<file path="src/rtl/serv_vpu_pkg.sv">
// Shared definitions for the SERV/VPU data-bus arbiter: grant-state encoding
// and the default watchdog width.
package serv_vpu_pkg;

  localparam int TIMEOUT_W_DEF = 8;

  typedef enum logic [1:0] {
    ST_IDLE     = 2'd0,
    ST_GNT_CORE = 2'd1,
    ST_GNT_VPU  = 2'd2
  } state_t;

endpackage

</file>
<file path="src/rtl/serv_vpu_dbus_arb_if.sv">
// Signal bundle around the arbiter: core and VPU requester ports plus the shared
// Wishbone data-bus master. The arbiter takes the slave view.
interface serv_vpu_dbus_arb_if;
  logic        i_core_cyc, i_core_we;
  logic [31:0] i_core_adr, i_core_dat;
  logic [3:0]  i_core_sel;
  logic [31:0] o_core_rdt;
  logic        o_core_ack, o_core_err;

  logic        i_vpu_cyc, i_vpu_we;
  logic [31:0] i_vpu_adr, i_vpu_dat;
  logic [3:0]  i_vpu_sel;
  logic [31:0] o_vpu_rdt;
  logic        o_vpu_ack, o_vpu_err;

  logic        o_wb_cyc, o_wb_we;
  logic [31:0] o_wb_adr, o_wb_dat;
  logic [3:0]  o_wb_sel;
  logic [31:0] i_wb_rdt;
  logic        i_wb_ack;

  logic        o_grant_vpu;

  modport slave (
    input  i_core_cyc, i_core_we, i_core_adr, i_core_dat, i_core_sel,
    input  i_vpu_cyc, i_vpu_we, i_vpu_adr, i_vpu_dat, i_vpu_sel,
    input  i_wb_rdt, i_wb_ack,
    output o_core_rdt, o_core_ack, o_core_err,
    output o_vpu_rdt, o_vpu_ack, o_vpu_err,
    output o_wb_cyc, o_wb_we, o_wb_adr, o_wb_dat, o_wb_sel,
    output o_grant_vpu
  );

  modport master (
    output i_core_cyc, i_core_we, i_core_adr, i_core_dat, i_core_sel,
    output i_vpu_cyc, i_vpu_we, i_vpu_adr, i_vpu_dat, i_vpu_sel,
    output i_wb_rdt, i_wb_ack,
    input  o_core_rdt, o_core_ack, o_core_err,
    input  o_vpu_rdt, o_vpu_ack, o_vpu_err,
    input  o_wb_cyc, o_wb_we, o_wb_adr, o_wb_dat, o_wb_sel,
    input  o_grant_vpu
  );
endinterface

</file>
<file path="src/rtl/serv_vpu_dbus_wdt.sv">
// Bus watchdog: counts un-acked grant cycles; o_hit flags the cycle that is the
// (2^W-1)-th one, so a timeout can be taken on that same cycle.
module serv_vpu_dbus_wdt #(
  parameter int W = 8
) (
  input  logic i_clk,
  input  logic i_rst_n,
  input  logic i_clr,
  input  logic i_en,
  output logic o_hit
);
  // cnt holds the number of earlier un-acked cycles, hence the limit minus one
  localparam logic [W-1:0] LAST = {W{1'b1}} - 1'b1;

  logic [W-1:0] cnt;

  always_ff @(posedge i_clk or negedge i_rst_n) begin
    if (!i_rst_n)   cnt <= '0;
    else if (i_clr) cnt <= '0;
    else if (i_en)  cnt <= cnt + 1'b1;
  end

  assign o_hit = (cnt == LAST);
endmodule

</file>
<file path="src/rtl/serv_vpu_dbus_arb.sv">
// Round-robin arbiter sharing one Wishbone data bus between the SERV core and
// the VPU load/store unit, with a per-transaction watchdog.
module serv_vpu_dbus_arb
  import serv_vpu_pkg::*;
#(
  parameter int TIMEOUT_W = TIMEOUT_W_DEF,
  parameter bit WITH_ERR  = 1'b1
) (
  input logic                i_clk,
  input logic                i_rst_n,
  serv_vpu_dbus_arb_if.slave bus
);
  state_t state, state_nxt;
  logic   last_vpu;
  logic   req_cyc, wdt_hit, timeout;
  logic   core_err_q, vpu_err_q;

  assign req_cyc = (state == ST_GNT_CORE) ? bus.i_core_cyc :
                   (state == ST_GNT_VPU)  ? bus.i_vpu_cyc  : 1'b0;
  // an ack landing on the limit cycle wins over the timeout
  assign timeout = WITH_ERR && wdt_hit && req_cyc && !bus.i_wb_ack;

  serv_vpu_dbus_wdt #(.W(TIMEOUT_W)) u_wdt (
    .i_clk   (i_clk),
    .i_rst_n (i_rst_n),
    .i_clr   (state == ST_IDLE),
    .i_en    ((state != ST_IDLE) && !bus.i_wb_ack),
    .o_hit   (wdt_hit)
  );

  always_ff @(posedge i_clk or negedge i_rst_n) begin
    if (!i_rst_n) begin
      state      <= ST_IDLE;
      last_vpu   <= 1'b1;
      core_err_q <= 1'b0;
      vpu_err_q  <= 1'b0;
    end else begin
      state      <= state_nxt;
      if (state != ST_IDLE && state_nxt == ST_IDLE)
        last_vpu <= (state == ST_GNT_VPU);
      core_err_q <= timeout && (state == ST_GNT_CORE);
      vpu_err_q  <= timeout && (state == ST_GNT_VPU);
    end
  end

  always_comb begin
    state_nxt = state;
    unique case (state)
      ST_IDLE: begin
        if (bus.i_core_cyc && bus.i_vpu_cyc)
          state_nxt = last_vpu ? ST_GNT_CORE : ST_GNT_VPU;
        else if (bus.i_core_cyc)
          state_nxt = ST_GNT_CORE;
        else if (bus.i_vpu_cyc)
          state_nxt = ST_GNT_VPU;
      end
      ST_GNT_CORE, ST_GNT_VPU: begin
        if (!req_cyc || bus.i_wb_ack || timeout)
          state_nxt = ST_IDLE;
      end
      default: state_nxt = ST_IDLE;
    endcase
  end

  always_comb begin
    bus.o_wb_cyc = 1'b0;
    bus.o_wb_we  = 1'b0;
    bus.o_wb_adr = '0;
    bus.o_wb_dat = '0;
    bus.o_wb_sel = '0;
    unique case (state)
      ST_GNT_CORE: begin
        bus.o_wb_cyc = bus.i_core_cyc;
        bus.o_wb_we  = bus.i_core_we;
        bus.o_wb_adr = bus.i_core_adr;
        bus.o_wb_dat = bus.i_core_dat;
        bus.o_wb_sel = bus.i_core_sel;
      end
      ST_GNT_VPU: begin
        bus.o_wb_cyc = bus.i_vpu_cyc;
        bus.o_wb_we  = bus.i_vpu_we;
        bus.o_wb_adr = bus.i_vpu_adr;
        bus.o_wb_dat = bus.i_vpu_dat;
        bus.o_wb_sel = bus.i_vpu_sel;
      end
      default: ;
    endcase
  end

  assign bus.o_core_rdt  = bus.i_wb_rdt;
  assign bus.o_vpu_rdt   = bus.i_wb_rdt;
  assign bus.o_core_ack  = bus.i_wb_ack && (state == ST_GNT_CORE);
  assign bus.o_vpu_ack   = bus.i_wb_ack && (state == ST_GNT_VPU);
  assign bus.o_core_err  = core_err_q;
  assign bus.o_vpu_err   = vpu_err_q;
  assign bus.o_grant_vpu = (state == ST_GNT_VPU);
endmodule

</file>
<file path="src/flat_wrapper.sv">
// flat-port wrapper written by rule: the top's interface ports become plain ports
module serv_vpu_dbus_arb_flat import serv_vpu_pkg::*;
#(
  parameter int TIMEOUT_W = TIMEOUT_W_DEF,
  parameter bit WITH_ERR  = 1'b1
)
  (i_clk, i_rst_n, bus_i_core_cyc, bus_i_core_we, bus_i_core_adr, bus_i_core_dat, bus_i_core_sel, bus_i_vpu_cyc, bus_i_vpu_we, bus_i_vpu_adr, bus_i_vpu_dat, bus_i_vpu_sel, bus_i_wb_rdt, bus_i_wb_ack, bus_o_core_rdt, bus_o_core_ack, bus_o_core_err, bus_o_vpu_rdt, bus_o_vpu_ack, bus_o_vpu_err, bus_o_wb_cyc, bus_o_wb_we, bus_o_wb_adr, bus_o_wb_dat, bus_o_wb_sel, bus_o_grant_vpu);
  serv_vpu_dbus_arb_if bus_i ();
  input logic i_clk;
  input logic i_rst_n;
  input wire logic [$bits(bus_i.i_core_cyc)-1:0] bus_i_core_cyc;
  input wire logic [$bits(bus_i.i_core_we)-1:0] bus_i_core_we;
  input wire logic [$bits(bus_i.i_core_adr)-1:0] bus_i_core_adr;
  input wire logic [$bits(bus_i.i_core_dat)-1:0] bus_i_core_dat;
  input wire logic [$bits(bus_i.i_core_sel)-1:0] bus_i_core_sel;
  input wire logic [$bits(bus_i.i_vpu_cyc)-1:0] bus_i_vpu_cyc;
  input wire logic [$bits(bus_i.i_vpu_we)-1:0] bus_i_vpu_we;
  input wire logic [$bits(bus_i.i_vpu_adr)-1:0] bus_i_vpu_adr;
  input wire logic [$bits(bus_i.i_vpu_dat)-1:0] bus_i_vpu_dat;
  input wire logic [$bits(bus_i.i_vpu_sel)-1:0] bus_i_vpu_sel;
  input wire logic [$bits(bus_i.i_wb_rdt)-1:0] bus_i_wb_rdt;
  input wire logic [$bits(bus_i.i_wb_ack)-1:0] bus_i_wb_ack;
  output wire logic [$bits(bus_i.o_core_rdt)-1:0] bus_o_core_rdt;
  output wire logic [$bits(bus_i.o_core_ack)-1:0] bus_o_core_ack;
  output wire logic [$bits(bus_i.o_core_err)-1:0] bus_o_core_err;
  output wire logic [$bits(bus_i.o_vpu_rdt)-1:0] bus_o_vpu_rdt;
  output wire logic [$bits(bus_i.o_vpu_ack)-1:0] bus_o_vpu_ack;
  output wire logic [$bits(bus_i.o_vpu_err)-1:0] bus_o_vpu_err;
  output wire logic [$bits(bus_i.o_wb_cyc)-1:0] bus_o_wb_cyc;
  output wire logic [$bits(bus_i.o_wb_we)-1:0] bus_o_wb_we;
  output wire logic [$bits(bus_i.o_wb_adr)-1:0] bus_o_wb_adr;
  output wire logic [$bits(bus_i.o_wb_dat)-1:0] bus_o_wb_dat;
  output wire logic [$bits(bus_i.o_wb_sel)-1:0] bus_o_wb_sel;
  output wire logic [$bits(bus_i.o_grant_vpu)-1:0] bus_o_grant_vpu;
  assign bus_i.i_core_cyc = bus_i_core_cyc;
  assign bus_i.i_core_we = bus_i_core_we;
  assign bus_i.i_core_adr = bus_i_core_adr;
  assign bus_i.i_core_dat = bus_i_core_dat;
  assign bus_i.i_core_sel = bus_i_core_sel;
  assign bus_i.i_vpu_cyc = bus_i_vpu_cyc;
  assign bus_i.i_vpu_we = bus_i_vpu_we;
  assign bus_i.i_vpu_adr = bus_i_vpu_adr;
  assign bus_i.i_vpu_dat = bus_i_vpu_dat;
  assign bus_i.i_vpu_sel = bus_i_vpu_sel;
  assign bus_i.i_wb_rdt = bus_i_wb_rdt;
  assign bus_i.i_wb_ack = bus_i_wb_ack;
  assign bus_o_core_rdt = bus_i.o_core_rdt;
  assign bus_o_core_ack = bus_i.o_core_ack;
  assign bus_o_core_err = bus_i.o_core_err;
  assign bus_o_vpu_rdt = bus_i.o_vpu_rdt;
  assign bus_o_vpu_ack = bus_i.o_vpu_ack;
  assign bus_o_vpu_err = bus_i.o_vpu_err;
  assign bus_o_wb_cyc = bus_i.o_wb_cyc;
  assign bus_o_wb_we = bus_i.o_wb_we;
  assign bus_o_wb_adr = bus_i.o_wb_adr;
  assign bus_o_wb_dat = bus_i.o_wb_dat;
  assign bus_o_wb_sel = bus_i.o_wb_sel;
  assign bus_o_grant_vpu = bus_i.o_grant_vpu;
  serv_vpu_dbus_arb #(.TIMEOUT_W(TIMEOUT_W), .WITH_ERR(WITH_ERR)) u_core (.i_clk(i_clk), .i_rst_n(i_rst_n), .bus(bus_i));
endmodule
</file>
<file path="config.mk">
export PLATFORM = sky130hd
export DESIGN_NAME = serv_vpu_dbus_arb_flat
export DESIGN_NICKNAME = d
export VERILOG_FILES = /design/src/rtl/serv_vpu_pkg.sv /design/src/rtl/serv_vpu_dbus_arb_if.sv /design/src/rtl/serv_vpu_dbus_wdt.sv /design/src/rtl/serv_vpu_dbus_arb.sv /design/src/flat_wrapper.sv
export SDC_FILE = /design/constraint.sdc
export NUM_CORES = 1
export LEC_CHECK = 0
export ABC_AREA = 1
export CAP_MARGIN = 5
export CELL_PAD_IN_SITES_DETAIL_PLACEMENT = 1
export CELL_PAD_IN_SITES_GLOBAL_PLACEMENT = 1
export CORE_MARGIN = 2
export CORE_UTILIZATION = 15
export DETAILED_ROUTE_END_ITERATION = 8
export GPL_ROUTABILITY_DRIVEN = 0
export HOLD_SLACK_MARGIN = 0.12
export PLACE_DENSITY_LB_ADDON = 0.1
export SYNTH_ARGS = -nofsm -noshare
export SYNTH_HDL_FRONTEND = slang
export SYNTH_HIERARCHICAL = 1
export SYNTH_SLANG_ARGS = --single-unit
export TNS_END_PERCENT = 50
</file>
<file path="constraint.sdc">
create_clock -name i_clk -period 2.4 [get_ports i_clk]
set_input_delay 0.48 -clock i_clk [delete_from_list [all_inputs] [get_ports i_clk]]
set_output_delay 0.48 -clock i_clk [all_outputs]
set_load 0.02 [all_outputs]
</file>
# Word-level counts from Yosys, hierarchy flattened
# Index checks and enable logic that the tools add are counted.
# totals
output_inout_bits,139
reg_bits,13
inputBits,175
wordCells,42
# op_classes
n_reduce_logical,18
add_sub_neg,1
n_eq_ne,3
n_mux,15
# op_table
operator,count
one-hot mux 32 bit (2 select lines),2
2-to-1 mux 8 bit,2
2-to-1 mux 2 bit,5
logical AND 1 bit,9
adder 8 x 1 -> 8 bit (second input constant),1
== test 8 bit (second input constant),1
one-hot mux 4 bit (2 select lines),1
zero test 2 bit,2
one-hot mux 1 bit (2 select lines),2
one-hot mux 2 bit (2 select lines),1
nonzero test 2 bit,2
== test 2 x 1 -> 1 bit (second input constant),1
== test 2 bit (second input constant),1
zero test 1 bit,2
logical OR 1 bit,2
2-to-1 mux 1 bit,2
OR reduction 2 bit,1

# Longest topological paths before layout
# depth
word_depth,10
ltp_mapped,11
mapped_depth_nobuf,11

# Cells and area by module
# Netlist, hierarchy kept.
# modules_own_cells
module,seq_area_each_um2,cells_per_inst,n_inst,area_each_um2
serv_vpu_dbus_arb,126.4,346,1,1850.5
serv_vpu_dbus_wdt,200.2,58,1,459.2

# Worst setup path after synthesis
# OpenSTA, ideal clock, no wires.
# synth_path
path_type,reg-to-output
from,reg u_core.state[0]
to,out bus_o_wb_adr[0]
path_stages_with_launch,7
slack_ns,0.381
required_ns,1.920
path_buffers,2
arrival_ns,1.539
path_cell_list,dfrtp_1 inv_1 ha_1 buf_4 buf_2 nand2_1 a21oi_1
# synth_between
elab_chain_cells,2
elab_cells_between_ends,3
classes_between,eq/ne: 2; mux: 1
# synth_rtl
element,line,source
"start, declared",serv_vpu_dbus_arb.sv:13,"state_t state, state_nxt;"
"start signal, assigned",serv_vpu_dbus_arb.sv:38,state <= state_nxt;
== test 2 bit,n/a,
named net bus_o_grant_vpu,flat_wrapper.sv:34,output wire logic [$bits(bus_i.o_grant_vpu)-1:0] bus_o_grant_vpu;
one-hot mux 32 bit (2 select lines),serv_vpu_dbus_arb.sv:71,unique case (state)
"end, declared",flat_wrapper.sv:31,output wire logic [$bits(bus_i.o_wb_adr)-1:0] bus_o_wb_adr;
# The timed path passes the listed nets, and every way through them passes these cells.

# Worst setup path in the final report
# layout_path
from,reg u_core.state[1]
to,out bus_o_wb_dat[26]
# layout_between
elab_chain_cells,2
elab_cells_between_ends,3
classes_between,eq/ne: 2; mux: 1
# layout_rtl
element,line,source
== test 2 bit / == test 2 x 1 -> 1 bit (equally long branches),serv_vpu_dbus_arb.sv:71,
one-hot mux 32 bit (2 select lines) (*),serv_vpu_dbus_arb.sv:71,
"end, declared",flat_wrapper.sv:32,output wire logic [$bits(bus_i.o_wb_dat)-1:0] bus_o_wb_dat;
# Every way passes the cells marked *; elsewhere a longest branch is shown, timed or not.

==> results by group <==
Clock network
  – Clock slew at reported path FFs: 50 ps
  – Root Buffer: clkbuf_16
  – Deepest clock path buffer count: 2
  – Hold buffer count at cts: 0
  – Clock sinks: 13
  – CTS Buf Count: 3
  – Post-CTS setup buffer count: 0
  – TritonCTS clock tree: built
  – Worst skew pair latency: 240 ps
  – H-Tree Depth: 1

Timing
  – Setup WS post-layout: 82.9 ps
  – Unrepaired setup endpoints after global routing: true
  – Hold Fails Final Rpt: 0
  – Actual slew at the worst max-slew pin: 641 ps
  – Setup TNS: 0 ps
  – Maximum clock rate: 432 MHz
  – Clock skew: 1.50 ps
  – Headroom to the max-slew limit: 57.1%
  – Slew Viols, Final: 0
  – Final setup fails: 0
  – Minimum clock period: 2320 ps
  – Min Hold Slack: 463 ps
  – Period utilisation layout: 96.5%

Die
  – Die area: 16400 um2
  – Die Ht: 128 um
  – Row cnt: 45
  – Core area: 15100 um2
  – IO Pins: 314
  – Starting Density: 15.2%
  – Die width: 128 um

Drt
  – Vias/cell: 4.09
  – DRT Pass-1 Iters: 4
  – Drt wl/cell: 16.8 um
  – Vias: 3092
  – Final ANT Viol Nets: 0
  – 1st-iter DRT viols: 60
  – Final wirelength: 12.7 mm
  – DR DRC count: 0

Critical path
  – Setup crit start: u_core/state[1]
  – CP Launch Type: register
  – Worst Path Buf+Inv: 4
  – Worst path required time: 1920 ps
  – Reg2Reg Launch Point: u_core/state[1]
  – Max FO, Critical Path: 16
  – CP max-delay cell: dfrtp_1
  – WP data arrival: 1840 ps
  – Worst path top cell family by delay: buffers and inverters
  – Worst path max stage delay: 360 ps
  – Setup CP Type: register to output pin
  – Crit path cell chain: buf_4 -> ha_2 -> buf_12 -> buf_4 -> nand2_1 -> a21oi_1 -> clkdlybuf4s15_1
  – Critical path capture point type: output pin
  – Most frequent CP cell: buf_4

Power
  – Worst VDD drop: 0.253 mV
  – Design Power: 3.80 mW
  – Power per cell area: 872 nW/um2
  – Leak: 1.85 nW

Global routing
  – Initial antenna violation count: 0
  – Total gr overflow: 0
  – First-pass GRT wire length: 18.4 mm
  – Vias in the first global route: 3182
  – Largest net degree at the start of global routing: 24
  – Total global-route track usage: 14.3%

Cells and area
  – Final instance area: 4360 um2
  – Commonest non-fill, non-tap cell in the layout: nand2_1
  – Layout cells sized above 1: 14.6%
  – Layout Utilization: 28.8%
  – Ant. Diodes: 0
  – Final Non-Filler Cells: 756
  – Syn-to-layout area delta: 88.7%
  – Commonest cells after routing, fill and taps aside: nand2_1 (161), clkdlybuf4s50_1 (145), a21oi_1 (77)
  – NumNets Final: 750

Min path
  – Beginning of the worst hold path: u_core/last_vpu
  – Min-delay worst type: register to register

Place
  – Area post-placement: 4460 um2
  – Placed Cells incl. Taps: 752
  – IO Port Bufs: 217
  – Pre-CTS setup slack: -80.8 ps
  – DP Wirelength: 10.6 mm

Yosys
  – Synth cell types: 23
  – Seq cells post-synth: 13
  – Area of the mapped netlist: 2310 um2
  – Post-Syn Area per Cell: 5.72 um2
  – Syn Nets: 585
  – Post-synthesis sequential area ratio: 14.1%
  – Post-synthesis cell count: 404
  – Synth Warn #: 6

Run
  – Max_cap viols: 0

Status
  – Status: finished, final reports clean
## state kept, by name, summed over array words and instances (netlist names)
register	count
u_core/last_vpu	1
u_core/bus.o_core_err	1
u_core/u_wdt/cnt	8
u_core/state	2
u_core/bus.o_vpu_err	1
## power by group
group	switching [mW]	internal (mW)	leakage, nW
registers	0.0231	0.257	0.175
logic	1.89	1.31	1.64
clock network	0.0944	0.224	0.0382
## cells in the mapped netlist, drive strengths merged
cell | count | area, um2
clkbuf | 7 | 26.3
dfrtp | 12 | 300
dfstp | 1 | 26.3
nand4 | 2 | 27.5
inv | 22 | 82.6
nor3 | 1 | 5.00
a21oi | 77 | 385
buf | 80 | 566
ha | 6 | 75.1
nor2 | 14 | 80.1
nand2 | 165 | 639
o21ai | 5 | 28.8
nor3b | 1 | 7.51
nand3 | 11 | 60.1
## path summary, 6_finish.rpt
| check | to | slack [ps] | cells after the start |
|---|---|---|---|
| max | bus_o_wb_dat[26] | 80 | 7 |
| min | u_core/last_vpu | 460 | 2 |
| max reg2reg | u_core/last_vpu | 760 | 11 |
| min reg2reg | u_core/last_vpu | 460 | 2 |
| max in group asynchronous | u_core/bus.o_vpu_err | 1350 | 1 |
| min in group asynchronous | u_core/u_wdt/cnt[0] | 640 | 1 |
## kinds of logic (layout without fill, tap and decap cells)
family / after synthesis / in the layout / synth area share (%)
AO/OA/AOI/OAI: 82 / 82 / 17.9
adder cells (fa/ha/maj): 6 / 6 / 3.25
buffers and inverters: 109 / 273 / 29.2
flip-flops: 13 / 13 / 14.1
AND/OR/NAND/NOR: 194 / 194 / 35.5
## repair_timing
item,4_1_cts,5_1_grt
cloned,0,0
gates resized for setup,73,84
endpoints found under the hold margin,0,0
endpoints found under the setup margin,72,55
## cell type report
class | instances | area [um2]
Clock buffer | 4 | 78.8
Fill cell | 1886 | 10800
Inverter | 22 | 87.6
Multi-Input combinational cell | 282 | 1310
Sequential cell | 13 | 327
Tap cell | 188 | 235
Timing Repair Buffer | 247 | 2320
## layer usage
| metal | part of all wire, % | wire length (um) | GRT usage, % | up-vias |
|---|---|---|---|---|
| met5 | 0 | 0 | 0 | - |
| met4 | 1.4 | 174 | 2.91 | 0 |
| met3 | 7.8 | 991 | 3.63 | 27 |
| met2 | 51 | 6460 | 26.0 | 128 |
| met1 | 40 | 5070 | 16.9 | 1401 |
| li1 | - | - | - | 1536 |
## worst min-delay path: cells and delay by family (launching register included)
family	cells	cell delay (ps)
and+or+nand+nor	2	90
DFF	1	360
No activity file was read; power rests on OpenSTA's default activity.
